### src/rtl/cordic_ci_pkg.sv
// Shared types and constants for the cosine custom-instruction initiator.
// The slave sequencing FSM walks IDLE -> LOAD -> RUN -> CAPTURE once per operand.
package cordic_ci_pkg;

    localparam int FP32_W     = 32;
    localparam int N_ITER_DEF = 16;
    localparam int ITER_W     = $clog2(N_ITER_DEF);

    typedef enum logic [1:0] {
        ST_IDLE    = 2'd0,
        ST_LOAD    = 2'd1,
        ST_RUN     = 2'd2,
        ST_CAPTURE = 2'd3
    } state_t;

endpackage

### src/rtl/cordic_ci_out_fifo.sv
// Small synchronous result FIFO with a registered head word.
// Simultaneous read and write are both honoured, including when the FIFO is full.
module cordic_ci_out_fifo #(
    parameter int DATA_W = 32,
    parameter int DEPTH  = 2
) (
    input  logic              clock,
    input  logic              aclr_n,
    input  logic              wr_i,
    input  logic [DATA_W-1:0] wr_data_i,
    input  logic              rd_i,
    output logic              full_o,
    output logic              empty_o,
    output logic [DATA_W-1:0] head_o
);

    localparam int PTR_W = $clog2(DEPTH);

    logic [PTR_W:0]      wr_ptr_q, wr_ptr_d;
    logic [PTR_W:0]      rd_ptr_q, rd_ptr_d;
    logic [DATA_W-1:0]   mem_q [DEPTH];
    logic [DATA_W-1:0]   head_q, head_d;
    logic                wr_ok, rd_ok;
    logic [PTR_W-1:0]    wr_idx, rd_idx_nxt;

    // The extra top pointer bit tells a full FIFO apart from an empty one.
    assign empty_o = (wr_ptr_q == rd_ptr_q);
    assign full_o  = (wr_ptr_q[PTR_W] != rd_ptr_q[PTR_W]) &&
                     (wr_ptr_q[PTR_W-1:0] == rd_ptr_q[PTR_W-1:0]);

    assign rd_ok  = rd_i & ~empty_o;
    assign wr_ok  = wr_i & (~full_o | rd_ok);
    assign wr_idx = wr_ptr_q[PTR_W-1:0];

    // Head word for the next cycle: a write into the slot about to become head bypasses memory.
    always_comb begin
        wr_ptr_d   = wr_ptr_q + {{PTR_W{1'b0}}, wr_ok};
        rd_ptr_d   = rd_ptr_q + {{PTR_W{1'b0}}, rd_ok};
        rd_idx_nxt = rd_ptr_d[PTR_W-1:0];
        head_d     = mem_q[rd_idx_nxt];
        if (wr_ok && (wr_idx == rd_idx_nxt)) begin
            head_d = wr_data_i;
        end
    end

    always_ff @(posedge clock or negedge aclr_n) begin
        if (!aclr_n) begin
            wr_ptr_q <= '0;
            rd_ptr_q <= '0;
            head_q   <= '0;
            for (int i = 0; i < DEPTH; i++) begin
                mem_q[i] <= '0;
            end
        end else begin
            wr_ptr_q <= wr_ptr_d;
            rd_ptr_q <= rd_ptr_d;
            head_q   <= head_d;
            if (wr_ok) begin
                mem_q[wr_idx] <= wr_data_i;
            end
        end
    end

    assign head_o = head_q;

endmodule

### src/rtl/cordic_ci_master.sv
// Initiator for the multi-cycle cosine custom instruction: loads, iterates and captures one
// cordic slave per operand and queues each result in a small output FIFO.
module cordic_ci_master
    import cordic_ci_pkg::*;
#(
    parameter int DATA_W    = FP32_W,
    parameter int N_ITER    = N_ITER_DEF,
    parameter int OUT_DEPTH = 2
) (
    input  logic              clock,
    input  logic              aclr_n,
    input  logic              in_valid,
    output logic              in_ready,
    input  logic [DATA_W-1:0] in_data,
    output logic              out_valid,
    input  logic              out_ready,
    output logic [DATA_W-1:0] out_data,
    output logic              busy,
    output logic              ci_aclr,
    output logic              ci_clk_en,
    output logic [DATA_W-1:0] ci_dataa,
    input  logic [DATA_W-1:0] ci_result,
    output state_t            dbg_state
);

    // Both streams: a word moves on a rising edge where valid and ready are both high; valid
    // never waits for ready, and neither ready nor valid here is derived from the other side.

    localparam int              CNT_W    = (N_ITER > 1) ? $clog2(N_ITER) : 1;
    localparam logic [CNT_W-1:0] CNT_LOAD = CNT_W'(N_ITER - 1);

    state_t             state_q, state_d;
    logic [CNT_W-1:0]   iter_q, iter_d;
    logic [DATA_W-1:0]  operand_q, operand_d;
    logic               ready_int;
    logic               fifo_wr, fifo_full, fifo_empty;

    always_ff @(posedge clock or negedge aclr_n) begin
        if (!aclr_n) begin
            state_q   <= ST_IDLE;
            iter_q    <= '0;
            operand_q <= '0;
        end else begin
            state_q   <= state_d;
            iter_q    <= iter_d;
            operand_q <= operand_d;
        end
    end

    always_comb begin
        state_d   = state_q;
        iter_d    = iter_q;
        operand_d = operand_q;
        ready_int = 1'b0;
        ci_aclr   = 1'b1;
        ci_clk_en = 1'b0;
        fifo_wr   = 1'b0;
        unique case (state_q)
            ST_IDLE: begin
                ready_int = 1'b1;
                if (in_valid) begin
                    operand_d = in_data;
                    state_d   = ST_LOAD;
                end
            end
            ST_LOAD: begin
                iter_d  = CNT_LOAD;
                state_d = ST_RUN;
            end
            ST_RUN: begin
                ci_aclr   = 1'b0;
                ci_clk_en = 1'b1;
                if (iter_q == '0) begin
                    state_d = ST_CAPTURE;
                end else begin
                    iter_d = iter_q - 1'b1;
                end
            end
            ST_CAPTURE: begin
                // Slave is frozen at its final index here, so holding this state is a safe stall.
                ci_aclr   = 1'b0;
                ready_int = ~fifo_full;
                if (~fifo_full | out_ready) begin
                    fifo_wr = 1'b1;
                    if (ready_int && in_valid) begin
                        operand_d = in_data;
                        state_d   = ST_LOAD;
                    end else begin
                        state_d = ST_IDLE;
                    end
                end
            end
            default: state_d = ST_IDLE;
        endcase
    end

    cordic_ci_out_fifo #(
        .DATA_W (DATA_W),
        .DEPTH  (OUT_DEPTH)
    ) u_out_fifo (
        .clock     (clock),
        .aclr_n    (aclr_n),
        .wr_i      (fifo_wr),
        .wr_data_i (ci_result),
        .rd_i      (out_ready),
        .full_o    (fifo_full),
        .empty_o   (fifo_empty),
        .head_o    (out_data)
    );

    // Held low while reset is asserted so nothing can be offered a handshake during reset.
    assign in_ready  = ready_int & aclr_n;
    assign out_valid = ~fifo_empty;
    assign busy      = (state_q != ST_IDLE) | ~fifo_empty;
    assign ci_dataa  = operand_q;
    assign dbg_state = state_q;

endmodule
### config.mk
export PLATFORM = sky130hd
export DESIGN_NAME = cordic_ci_master
export DESIGN_NICKNAME = d
export VERILOG_FILES = /design/src/rtl/cordic_ci_pkg.sv /design/src/rtl/cordic_ci_out_fifo.sv /design/src/rtl/cordic_ci_master.sv
export SDC_FILE = /design/constraint.sdc
export NUM_CORES = 1
export LEC_CHECK = 0
export CELL_PAD_IN_SITES_DETAIL_PLACEMENT = 1
export CELL_PAD_IN_SITES_GLOBAL_PLACEMENT = 2
export CORE_MARGIN = 10
export CORE_UTILIZATION = 34
export DETAILED_ROUTE_END_ITERATION = 10
export GPL_ROUTABILITY_DRIVEN = 0
export PLACE_DENSITY_LB_ADDON = 0.05
export SYNTH_ARGS = -nofsm -noshare
export SYNTH_HDL_FRONTEND = slang
export SYNTH_SLANG_ARGS = --single-unit
### constraint.sdc
create_clock -name clock -period 2.6 [get_ports clock]
set_input_delay 0.26 -clock clock [delete_from_list [all_inputs] [get_ports clock]]
set_output_delay 0.26 -clock clock [all_outputs]
set_load 0.03 [all_outputs]
==> results of run 1 <==
[per-stage QoR]
step / power [uW] / instances
after CTS: 12300 / 717
final: 12100 / 717
after global routing: 12800 / 717
after global placement: 9550 / 684
after detailed placement: 9680 / 684
after floorplan: 7600 / 337
[final timing paths]
path,end,slack [ns],depth (start not counted)
min in group asynchronous,ci_dataa[25],0.50,3
worst max register to register,u_out_fifo.head_o[9],0.45,6
worst min-delay path,ci_dataa[6],0.46,2
max in group asynchronous,u_out_fifo.mem_q[33],1.42,3
worst max-delay path,in_ready,0.27,5
worst min register to register,u_out_fifo.mem_q[52],0.49,1
[worst max-delay path: cells and delay by family (launching register included)]
| kind | cells | cell delay, ns |
|---|---|---|
| buffers and inverters | 1 | 0.43 |
| flip-flops | 1 | 0.41 |
| AND/OR/NAND/NOR | 2 | 0.26 |
| XOR/XNOR | 1 | 0.24 |
| AO/OA/AOI/OAI | 1 | 0.32 |
[kinds of logic after synthesis]
family          count (synthesis)
buf+inv                        21
compound gates                 13
fa+ha+maj                       6
mux                           130
flops                         138
xor+xnor                        5
simple gates                   24
[power by group through the flow]
| stage | sequential [uW] | combinational [uW] | clock [uW] |
|---|---|---|---|
| 2_1_floorplan | 4750 | 2860 | 0 |
| 3_3_place_gp | 3730 | 5820 | 0 |
| 3_5_place_dp | 3760 | 5920 | 0 |
| 4_1_cts | 3740 | 5950 | 2620 |
| 5_1_grt | 3840 | 6250 | 2740 |
| 6_report | 3720 | 5830 | 2550 |
[flip-flops by register name, indices dropped and copies added, names as in the netlist]
name and count:
u_out_fifo.mem_q 64, ci_dataa 32, u_out_fifo.head_o 32, iter_q 4, dbg_state 2, u_out_fifo.rd_ptr_q 2
u_out_fifo.wr_ptr_q 2
[cells in the final DEF, fill, tap and decap left out, drive strengths merged, types with 4 or more instances in the layout]
cell           count
buf                8
bufinv             4
clkbuf            21
clkdlybuf4s50    136
clkinvlp           4
dfrtp            138
ha                 6
inv                7
mux2             130
nand2              7
nor2               4
[what timing repair did]
| action | CTS | global route |
|---|---|---|
| hold buffers | 1 | 0 |
| resized for setup | 1 | 0 |
| endpoints found under the setup margin | 1 | 0 |
| endpoints found under the hold margin | 20 | 0 |
[area by class of cell]
class	count	area, um^2	share of cell area [%]
clock buffers	21	460	5.91
inverters	7	26.3	0.337
repair buffers	146	1490	19.2
clock inverters	11	169	2.17
flip-flops and latches	138	3450	44.3
multi-input cells	178	1920	24.7
well taps	216	270	3.47
[metal layers]
layer	share of wire, %	vias up
met1	47	1671
met4	1.6	0
li1	-	1483
met3	6.7	15
met5	0	-
met2	44	105
==> reports/summary.txt, run 1 <==
Status -> finished, final reports clean
Initial antenna violation count -> 0
HPWL after DPL -> 8730 um
YS warnings -> 0
Sw Share -> 34.6%
Power density cells -> 1550 nW/um^2
Via count -> 3274
Sequential power share -> 30.8%
Max Transition Viols Final -> 0
Critical Path, Cell by Cell -> xor2_1, a21boi_1, nor2_1, nor3b_1, dlygate4sd2_1
Worst setup SP type -> register
DRC viols -> 0
Pre-CTS WS -> 0.372 ns
Internal power -> 7900 uW
Post-route clock skew -> 0.00789 ns
Share of Yosys cell area claimed by the top area cell type -> 62.8%
Reg clk slew, reported paths -> 0.06 ns
Post-Syn Area -> 5500 um^2
Worst Setup End Kind -> output pin
Total CTS buffers -> 17
Via density per instance -> 4.57
Relative slew margins -> 45.4%
CP Data Arrival Time -> 2.07 ns
Die area -> 21700 um^2
Congestion Overflow GR -> 0
Cell taking the most area after synthesis -> dfrtp_1
Adder-cell share of the synthesized area -> 1.37%
Final min period -> 2.33 ns
Main combinational cell family by area after synthesis -> multiplexers
Hold crit path type -> in -> reg
Compound-Gate Fraction of Synth Area -> 1.75%
Crit Path Category -> reg -> out
Leak pwr -> 0.00329 uW
Initial Util -> 34.6%
Ys async rst share -> 100%
Area growth syn-to-layout -> 41.8%
Design Area, Final -> 7800 um^2
Combinational power share -> 48.2%
Max_cap viols -> 0
Post-layout worst setup margin -> 0.270 ns
H-tree depth -> 4
Fin nets -> 562
Peak supply drop -> 0.668 mV
Total net switching power -> 4190 uW
Filler cells -> 1599
Vias in the first global route -> 3644
Core Util, Final -> 49.1%
Final setup TNS -> 0 ns
Routed Antenna Nets -> 0
Sequential fraction of the synthesis area -> 62.8%
Final Hold Fails -> 0
Post-CTS setup buffers -> 0
Clk pwr share -> 21.1%
Ant. Diodes -> 0
Multiplexer share of the synthesized area -> 28.6%
CP startpoint -> u_out_fifo.rd_ptr_q[1]
Clk Latency, worst-skew pair -> 0.41 ns
Syn Area/Cell -> 16.3 um^2
Die width -> 147 um
GR peak layer -> met2
Post-synth cell types -> 33
Yosys reg bits -> 138
Slowest CP cell -> dlygate4sd2_1
Synth top cells by count -> dfrtp_1, mux2_2, mux2_4
Core Rows -> 46
Setup violators final -> 0
Met3 usage -> 4.88%
Slew @ Worst Pin -> 0.819 ns
CTS Root Cell -> clkbuf_16
Post-placement cell area -> 7160 um^2
RSZ-0062 raised after global routing -> false
IO Port Bufs -> 138
Mapped Nets -> 411
Hold wc startpoint -> in_data[6]
Die Y -> 147 um
Grt met1 use -> 15.6%
Critical path's largest stage delay -> 0.43 ns
Top cells by area, synth -> dfrtp_1, mux2_2, mux2_4
Fraction of layout instances using a drive strength above 1 -> 34.3%
CP Max Fanout -> 4
Avg WL per Cell -> 18.1 um
Period Utilization, post-route -> 89.6%
Ports -> 139
First drt pass iteration count -> 4
Sink Count -> 138
First-pass GRT wire length -> 20700 um
DR iter-0 viols -> 107
Req. time, crit path -> 2.34 ns
Post-synthesis instance total -> 337
Hold slack final -> 0.461 ns
Worst R2R Start -> u_out_fifo.wr_ptr_q[0]
Longest Clk Path Bufs -> 2
Core area -> 15900 um^2
GR Util All Layers -> 12.2%
Detailed Route WL -> 13000 um
Largest net degree at the start of global routing -> 139
Met2 Use GR -> 17.8%
Post-synthesis simple-gate area fraction -> 2.21%
Synth Flop Type -> dfrtp_1
Number of synthesized flops with an enable pin -> 0
Top-count cell post-synth -> dfrtp_1
Achievable Freq -> 0.429 GHz
CTS tree -> built
Post-synthesis xor/xnor area fraction -> 0.797%
Power figures use the tool's default switching activity.
==> run 2: changes to the inputs <==
CORE_MARGIN = not set   (was 10)
==> run 2 against run 1 <==
  * Setup slack got worse by 0.057 ns
  * Hold slack got worse by 0.0042 ns
  * Flip-flop and latch count unchanged
  * Highest routed layer unchanged
  * Fmax decreased by 2.4%
  * Largest cell class unchanged
  * Critical path type unchanged
  * Clock power decreased by 14%
  * Register-to-register slack about the same
  * Non-clock buffer count decreased by 1
==> reports/summary.txt, run 2 (same netlist as run 1, synthesis figures left out) <==
Via density per instance -> 4.58 (was 4.57)
Die area -> 16700 um^2 (was 21700 um^2)
Relative slew margins -> 45.8% (was 45.4%)
Sw Share -> 35.3% (was 34.6%)
Setup violators final -> 0 (unchanged)
Register area -> 3450 um^2 (unchanged)
Max reg flops -> 64 (unchanged)
Internal power -> 7600 uW (was 7900 uW)
Fin nets -> 561 (was 562)
DRC viols -> 0 (unchanged)
First-pass GRT wire length -> 19500 um (was 20700 um)
Worst setup SP type -> register (unchanged)
HPWL after DPL -> 7770 um (was 8730 um)
Reg clk slew, reported paths -> 0.06 ns (about the same)
First drt pass iteration count -> 6 (was 4)
Max Transition Viols Final -> 0 (unchanged)
Clk pwr share -> 18.8% (was 21.1%)
Avg WL per Cell -> 17.0 um (was 18.1 um)
Final Hold Fails -> 0 (unchanged)
CP Data Arrival Time -> 2.13 ns (was 2.07 ns)
Vias in the first global route -> 3616 (was 3644)
Peak supply drop -> 0.722 mV (was 0.668 mV)
Area occupied by multi-input gates -> 1920 um^2 (unchanged)
Total CTS buffers -> 17 (unchanged)
Combinational power share -> 49.6% (was 48.2%)
IO Port Bufs -> 138 (unchanged)
Detailed Route WL -> 12200 um (was 13000 um)
H-tree depth -> 4 (unchanged)
CP Max Fanout -> 8 (was 4)
Leak pwr -> 0.00326 uW (was 0.00329 uW)
Sequential power share -> 31.6% (was 30.8%)
Slowest CP cell -> clkdlybuf4s50_1 (was dlygate4sd2_1)
Req. time, crit path -> 2.34 ns (about the same)
Final setup TNS -> 0 ns (unchanged)
Area growth syn-to-layout -> 40.1% (was 41.8%)
CTS tree -> built (unchanged)
GR Util All Layers -> 15.8% (was 12.2%)
Critical path's largest stage delay -> 0.70 ns (was 0.43 ns)
Sink Count -> 138 (unchanged)
Max_cap viols -> 0 (unchanged)
Clk Latency, worst-skew pair -> 0.41 ns (about the same)
Largest net degree at the start of global routing -> 139 (unchanged)
Commonest non-fill, non-tap cell in the layout -> dfrtp_1 (unchanged)
Die width -> 129 um (was 147 um)
Post-layout worst setup margin -> 0.213 ns (was 0.270 ns)
Period Utilization, post-route -> 91.8% (was 89.6%)
Count of placed standard cells including taps -> 683 (was 684)
RSZ-0062 raised after global routing -> false (unchanged)
Ports -> 139 (unchanged)
Filler cells -> 1585 (was 1599)
Register with the most flip-flops -> u_out_fifo.mem_q (unchanged)
Crit Path Category -> reg -> out (unchanged)
Worst Setup End Kind -> output pin (unchanged)
Slew @ Worst Pin -> 0.812 ns (was 0.819 ns)
Ant. Diodes -> 0 (unchanged)
Final cell count without fillers -> 715 (was 717)
Pre-CTS WS -> 0.260 ns (was 0.372 ns)
Power density cells -> 1530 nW/um^2 (was 1550 nW/um^2)
Congestion Overflow GR -> 0 (unchanged)
Initial antenna violation count -> 0 (unchanged)
Post-route clock skew -> 0.00658 ns (was 0.00789 ns)
Total net switching power -> 4150 uW (was 4190 uW)
Core area -> 15800 um^2 (was 15900 um^2)
Routed Antenna Nets -> 0 (unchanged)
Die Y -> 129 um (was 147 um)
Hold crit path type -> in -> reg (unchanged)
Most frequent cells in the layout -> dfrtp_1, clkdlybuf4s50_1, mux2_2 (unchanged)
Initial Util -> 34.7% (was 34.6%)
Longest Clk Path Bufs -> 2 (unchanged)
Via count -> 3272 (was 3274)
Achievable Freq -> 0.419 GHz (was 0.429 GHz)
Core Rows -> 46 (unchanged)
Critical Path, Cell by Cell -> inv_1, ha_1, nor2_1, clkdlybuf4s50_1 (was xor2_1, a21boi_1, nor2_1, nor3b_1, dlygate4sd2_1)
DR iter-0 viols -> 98 (was 107)
CTS Root Cell -> clkbuf_16 (unchanged)
Status -> finished, final reports clean (unchanged)
Post-CTS setup buffers -> 0 (unchanged)
Fraction of layout instances using a drive strength above 1 -> 34.1% (was 34.3%)
Final min period -> 2.39 ns (was 2.33 ns)
-- run 2: routing by layer --
| layer | wire (um) | track usage (%) | share of wire (%) | up-vias |
|---|---|---|---|---|
| met5 | 0 | 0 | 0 | - |
| met4 | 203 | 6.64 | 1.7 | 0 |
| met3 | 941 | 6.36 | 7.7 | 16 |
| met2 | 5760 | 24.3 | 47 | 105 |
| met1 | 5270 | 19.7 | 43 | 1668 |
| li1 | - | - | - | 1483 |
-- run 2: timing repair --
item	4_1_cts	5_1_grt
setup endpoints to repair	1	1
hold buffers	0	1
endpoints found under the hold margin	0	15
resized for setup	1	3
-- run 2: layout make-up --
type / instances / share of cell area [%]
flip-flops and latches: 138 / 44.8
well taps: 216 / 3.51
multi-input cells: 178 / 25.0
clock inverters: 6 / 0.504
clock buffers: 25 / 6.56
repair buffers: 145 / 19.3
inverters: 7 / 0.341
-- run 2: path summary, 6_finish.rpt --
path	from	to	slack (ns)	depth (start not counted)
min in group asynchronous	aclr_n	ci_dataa[21]	0.51	3
worst max register to register	dbg_state[0]	u_out_fifo.head_o[31]	0.45	5
worst min-delay path	in_data[3]	ci_dataa[3]	0.46	2
worst min register to register	u_out_fifo.mem_q[57]	u_out_fifo.mem_q[57]	0.49	1
max in group asynchronous	aclr_n	ci_dataa[19]	1.41	3
worst max-delay path	dbg_state[0]	ci_aclr	0.21	4
-- run 2: worst max-delay path, delay by kind of cell (launching register included) --
family | cells | cell delay, ns
AND/OR/NAND/NOR | 1 | 0.17
flip-flops | 1 | 0.43
adder cells (fa/ha/maj) | 1 | 0.31
buffers and inverters | 2 | 0.81
-- run 2: through the flow --
| step | hold slack [ns] | cell area, um^2 | utilization, % | total power, uW |
|---|---|---|---|---|
| 2_1_floorplan | -0.0356 | 5500 | - | 7600 |
| 3_3_place_gp | 0.440 | 7150 | 45.2 | 9500 |
| 3_5_place_dp | 0.454 | 7150 | 45.2 | 9670 |
| 4_1_cts | 0.00306 | 7690 | 48.6 | 12000 |
| 5_1_grt | 0.443 | 7700 | 48.7 | 12500 |
| 6_report | 0.457 | 7700 | 48.7 | 11700 |
-- run 2: power by group through the flow --
stage,Sequential (uW),Clock (uW),Combinational (uW)
detailed placement,3760,0,5900
finish,3720,2200,5830
global placement,3700,0,5810
floorplan,4750,0,2860
CTS,3730,2290,5940
global route,3850,2370,6260
==> patch 1 (config.mk and constraints of run 1) <==
`operand_q` no longer has a reset.
--- a/src/rtl/cordic_ci_master.sv
+++ b/src/rtl/cordic_ci_master.sv
@@ -39,12 +39,14 @@
         if (!aclr_n) begin
             state_q   <= ST_IDLE;
             iter_q    <= '0;
-            operand_q <= '0;
         end else begin
             state_q   <= state_d;
             iter_q    <= iter_d;
-            operand_q <= operand_d;
         end
+    end
+
+    always_ff @(posedge clock) begin
+        operand_q <= operand_d;
     end
 
     always_comb begin
Check against the original RTL: not equivalent (Yosys sat finds a counterexample within 4 cycles, from zero or initial values; the reset may be asserted at any time).
==> patch 1 against run 1 <==
  * Area after synthesis up 8.4%
  * Synthesized cell count up 44%
  * First-iteration DRC count up 97%
  * Global-route usage up 1.9 points
  * Setup slack worse by 0.016 ns
  * Critical path depth unchanged
  * Sequential cell count unchanged
  * Routed wire length up 27%
  * Core utilization down 1.5 points
  * Register-to-register slack worse by 0.14 ns
  * Cell area up 5.2%
  * Total power up 0.95%
  * Clock skew up 0.0013 ns
  * Fmax down 0.68%
  * Critical endpoint unchanged
  * Largest power group unchanged
  * Highest routed layer unchanged
==> patch 1: results (changes against run 1) <==
| Stage | Quantity | This run | vs run 1 |
| --- | --- | --- | --- |
| outcome | Result of the run | finished clean |  |
| pwr | Leakage | 0.00334 uW | +1.4% |
| logic synthesis | Cell types with the largest area share after synthesis | dfrtp_1, edfxtp_1, mux2_2 |  |
| logic synthesis | Compound-gate portion of the synthesized area | 9.15% | +7.4 points |
| logic synthesis | Synth unique cells | 42 | +27% |
| logic synthesis | Synthesized Nets | 559 | +36% |
| global route | Largest net degree at the start of global routing | 107 | -23% |
| logic synthesis | Register area share after synthesis | 60.6% | -2.2 points |
| detailed routing | Post-Route WL | 16.5 mm | +27% |
| detailed routing | Via count | 4,200 | +28% |
| logic synthesis | Share of synthesized registers carrying an async set or reset | 76.8% | -23 points |
| detailed routing | Met2 WL post-DR | 8.66 mm | +50% |
| logic synthesis | Arithmetic-cell share of the synthesized area counting full adders, half adders and majority gates | 1.26% | -0.11 points |
| hold path | Number of cells traversed by the worst hold path | 1 | -1 |
| timing | Slew at the pin closest to its max-slew limit | 0.619 ns | -0.200 ns |
| pwr | VDD IR max | 0.000599 V | -10% |
| global route | Global router's overall resource usage | 14.1% | +1.9 points |
| logic synthesis | Most used standard cells in the synthesized netlist | dfrtp_1, nand2_1, nor2_1, mux2_2, edfxtp_1 |  |
| setup path | CP max stage cell | dfrtp_1 |  |
| setup path | Depth of the worst register-to-register path | 7 | +1 |
| setup path | Maximum fanout along the worst path | 6 | +2 |
| detailed routing | Routed length on met3 | 612 um | -30% |
| logic synthesis | Fraction of synthesized cell area in xor and xnor cells | 0.986% | +0.19 points |
| detailed routing | Number of violations reported at the end of detailed-routing iteration 0 | 211 | +97% |
| placed design | Half-perimeter wire length after placement | 11.1 mm | +27% |
| detailed routing | WL met1 | 7.06 mm | +15% |
| cells and area | Fraction of final layout cells sized beyond drive strength 1 | 16.4% | -18 points |
| logic synthesis | Number of synthesized flops with an enable pin | 32 | +32 |
| global route | Wire length of the first global-routing pass | 26.0 mm | +26% |
| cells and area | Nets | 706 | +26% |
## patch 1: kinds of logic (layout without fill, tap and decap cells)
group	Yosys count	count (layout)
AOI/OAI and AO/OA	53	53
xor gates and xnor gates	5	5
adders and majority gates	6	6
buffers and inverters	38	198
DFF	138	138
muxes	64	64
and+or+nand+nor	181	181
## patch 1: final timing paths
path | slack (ns) | from | to
setup reg to reg | 0.31 | u_out_fifo.wr_ptr_q[0]$_DFF_PN0_ | u_out_fifo.head_o[0]$_DFF_PN0_
hold / removal | 0.39 | in_data[11] | ci_dataa[11]$_DFFE_PP_
min in group asynchronous | 0.47 | aclr_n | u_out_fifo.head_o[20]$_DFF_PN0_
max in group asynchronous | 1.64 | aclr_n | iter_q[1]$_DFFE_PN0P_
hold reg to reg | 0.46 | u_out_fifo.mem_q[61]$_DFFE_PN0P_ | u_out_fifo.mem_q[61]$_DFFE_PN0P_
setup / recovery | 0.25 | u_out_fifo.wr_ptr_q[0]$_DFF_PN0_ | in_ready
## patch 1: repair_timing
item,4_1_cts,5_1_grt
hold buffers,1,0
endpoints found under the hold margin,7,0
setup endpoints to repair,1,1
gates resized for setup,1,1
gates cloned,0,0
## patch 1: where the power goes
part / internal, uW / switching, uW
clock: 1400 / 979
sequential: 3300 / 501
combinational: 2660 / 3370
## patch 1: final cells by class
type,count,area (um^2)
fillers,1859,9030
flip-flops and latches,138,3610
multi-input cells,309,2130
repair buffers,155,1560
clock buffers,20,468
well taps,225,282
clock inverters,12,114
inverters,11,41.3
## patch 1: per-layer routing
layer / vias to the layer above / global-route usage (%)
li1: 1992 / -
met1: 2119 / 16.5
met2: 78 / 24.4
met3: 11 / 4.29
met4: 0 / 3.54
met5: - / 0
## patch 1: metrics by stage
stage,instance area (um^2),std cells,total power (uW)
finish,8200,870,12200
global route,8200,870,13000
CTS,8190,870,12400
detailed placement,7600,837,9960
global placement,7600,837,9710
floorplan,5960,485,7940
==> patch 2 (flow settings as in run 1) <==
Without the edit above. Set the package constant `FP32_W` to 48 (it was 32).
--- a/src/rtl/cordic_ci_pkg.sv
+++ b/src/rtl/cordic_ci_pkg.sv
@@ -2,7 +2,7 @@
 // The slave sequencing FSM walks IDLE -> LOAD -> RUN -> CAPTURE once per operand.
 package cordic_ci_pkg;
 
-    localparam int FP32_W     = 32;
+    localparam int FP32_W     = 48;
     localparam int N_ITER_DEF = 16;
     localparam int ITER_W     = $clog2(N_ITER_DEF);
 
Interface: changed (resized ci_dataa, ci_result, in_data and out_data); port bits go from 139 to 203. No check against the original RTL was run, so the function may have changed too.
==> patch 2 against run 1 <==
  * Via count is 43% higher
  * Cell count increased by 38%
  * Largest cell class unchanged
  * Total power rose by 39%
  * Routed wire length is 49% higher
  * Cell area increased by 41%
  * Combinational power rose by 41%
  * Area after synthesis rose by 41%
  * Sequential cell count grew 64
  * Setup slack worse by 0.12 ns
  * Highest routed layer unchanged
  * Critical path depth decreased by 1
  * Count of clock-buffer cells in the layout up 14
  * Largest power group unchanged
==> patch 2: results (changes against run 1) <==
| Stage | Quantity | This run | vs run 1 |
| --- | --- | --- | --- |
| outcome | Result of the run | finished clean |  |
| logic synthesis | Yosys synthesis warning count | 0 | unchanged |
| clock network | Clock latency of the later-clocked register in the worst-skew pair | 0.51 ns | +0.10 ns |
| placed design | Half-perimeter wire length after placement | 13.3 mm | +52% |
| detailed routing | TritonRoute pass-1 iters | 3 | -1 |
| setup path | Worst-case register-to-register setup slack | 0.34 ns | -0.11 ns |
| clock network | H-tree levels | 1 | -3 |
| placed design | Post-place instance area | 10,300 um^2 | +43% |
| logic synthesis | Most used standard cells in the synthesized netlist | dfrtp_1, mux2_2, mux2_4, mux2_1, buf_2 |  |
| global route | Number of global-route vias before repair | 5,374 | +47% |
| global route | Global router's overall resource usage | 13.1% | +0.88 points |
| setup path | Maximum fanout along the worst path | 7 | +3 |
| timing | Worst Hold Slack | 0.369 ns | -0.0924 ns |
| placed design | Number of I/O port buffers | 202 | +46% |
| hold path | Worst-case hold path end point | ci_dataa[24]$_DFFE_PN0P_ |  |
| logic synthesis | Cell types with the largest area share after synthesis | dfrtp_1, mux2_2, mux2_4 |  |
| global route | Largest net degree at the start of global routing | 155 | +12% |
| clock network | TritonCTS Buffers | 24 | +7 |
| timing | Final Skew | 0.0159 ns | +0.00798 ns |
| logic synthesis | Synthesized Nets | 578 | +41% |
| timing | Slew at the pin closest to its max-slew limit | 0.920 ns | +0.101 ns |
| clock network | Clk Tree Root Cell | clkbuf_16 |  |
| setup path | Launch point of the worst path | dbg_state[0]$_DFFE_PN0P_ |  |
| cells and area | Finished Layout Cells | 991 | +38% |
| setup path | Arrival time worst endpoint | 2.20 ns | +0.13 ns |
| logic synthesis | Post-Synthesis Mean Instance Area | 16.5 um^2 | +0.94% |
| cells and area | Fraction of final layout cells sized beyond drive strength 1 | 33.4% | -0.90 points |
| setup path | Depth of the worst register-to-register path | 7 | +1 |
| detailed routing | Wirelength per Cell | 19.5 um | +7.7% |
| placed design | Number of placed cells counting well taps | 950 | +39% |
| setup path | Reg-to-Reg Start | dbg_state[0]$_DFFE_PN0P_ |  |
| detailed routing | Via count | 4,685 | +43% |
| pwr | Leakage | 0.00464 uW | +41% |
| logic synthesis | Synth unique cells | 35 | +6.1% |
| global route | Wire length of the first global-routing pass | 30.3 mm | +47% |
| clock network | Buffer depth of the longest clock path | 3 | +1 |
| setup path | Destination of the worst register-to-register timing path | u_out_fifo.head_o[37]$_DFF_PN0_ |  |
| cells and area | Number of flip-flops under the largest register name | 96 | +50% |
| logic synthesis | Register area share after synthesis | 65.0% | +2.2 points |
| pwr | VDD IR max | 0.000660 V | -1.3% |
| cells and area | Total of fill cells in the finished design | 2,209 | +38% |
| cells and area | Nets | 798 | +42% |
| hold path | Hold_sp | in_data[24] |  |
| detailed routing | Number of violations reported at the end of detailed-routing iteration 0 | 214 | +100% |
| timing | Final number of max-transition violations | 0 | unchanged |
## patch 2: cell count changes in the layout (fill, tap and decap cells not counted), moves of 7 or more
cell / before / now
mux2_2: 101 / 174
clkdlybuf4s50_1: 136 / 199
dfrtp_1: 138 / 202
mux2_1: 0 / 9
mux2_4: 29 / 10
clkbuf_16: 17 / 24
## patch 2: repair_timing
| action | 4_1_cts | 5_1_grt |
|---|---|---|
| hold endpoints to repair | 48 | 0 |
| gates resized for setup | 1 | 4 |
| endpoints found under the setup margin | 1 | 2 |
| cloned | 0 | 0 |
| hold buffers | 1 | 0 |
## patch 2: layout make-up
type | instances | share of cell area (%)
tap | 285 | 3.24
clock buffer | 35 | 6.28
sequential | 202 | 45.9
clock inverter | 5 | 0.556
inverter | 7 | 0.238
multi-input combinational | 243 | 23.7
timing repair buffer | 214 | 20.1
## patch 2: how the worst max path moves through the flow
stage	to	slack, ns
after detailed placement	u_out_fifo.head_o[5]$_DFF_PN0_	0.33
after floorplan	u_out_fifo.head_o[0]$_DFF_PN0_	0.27
after global routing	busy	0.02
final	busy	0.14
after CTS	in_ready	0.09
after global placement	u_out_fifo.head_o[33]$_DFF_PN0_	0.36
## patch 2: power breakdown
group / internal [uW] / switching (uW)
logic: 4130 / 4090
clock network: 1930 / 1230
registers: 4830 / 623
## patch 2: worst max-delay path, cell delays in order, from the launching register on
cell and delay [ns]:
dfrtp_1 0.45, inv_1 0.11, ha_1 0.30, nand3_1 0.12, clkdlybuf4s50_1 0.72
## patch 2: kinds of logic after synthesis
group           count (synthesis)  synth area share, %
buf+inv                        27                 1.82
compound gates                 18                 1.64
xor+xnor                        5                0.660
fa+ha+maj                       6                0.966
mux                           193                 28.4
simple gates                   21                 1.43
flops                         202                 65.0
## patch 2: layer usage
layer / vias to the layer above / share of wire [%] / track usage [%]
met4: 0 / 2.4 / 3.78
met5: - / 0 / 0
met1: 2404 / 41 / 15.6
met3: 28 / 7.4 / 3.92
li1: 2111 / - / -
met2: 142 / 49 / 22.3
## patch 2: through the flow
stage          total power, uW  utilization, %  setup slack [ns]
3_3_place_gp             13600            45.5             0.363
5_1_grt                  17900            48.8            0.0169
3_5_place_dp             13900            45.5             0.330
2_1_floorplan            10700               -             0.265
6_report                 16800            48.8             0.145
4_1_cts                  17200            48.8            0.0910
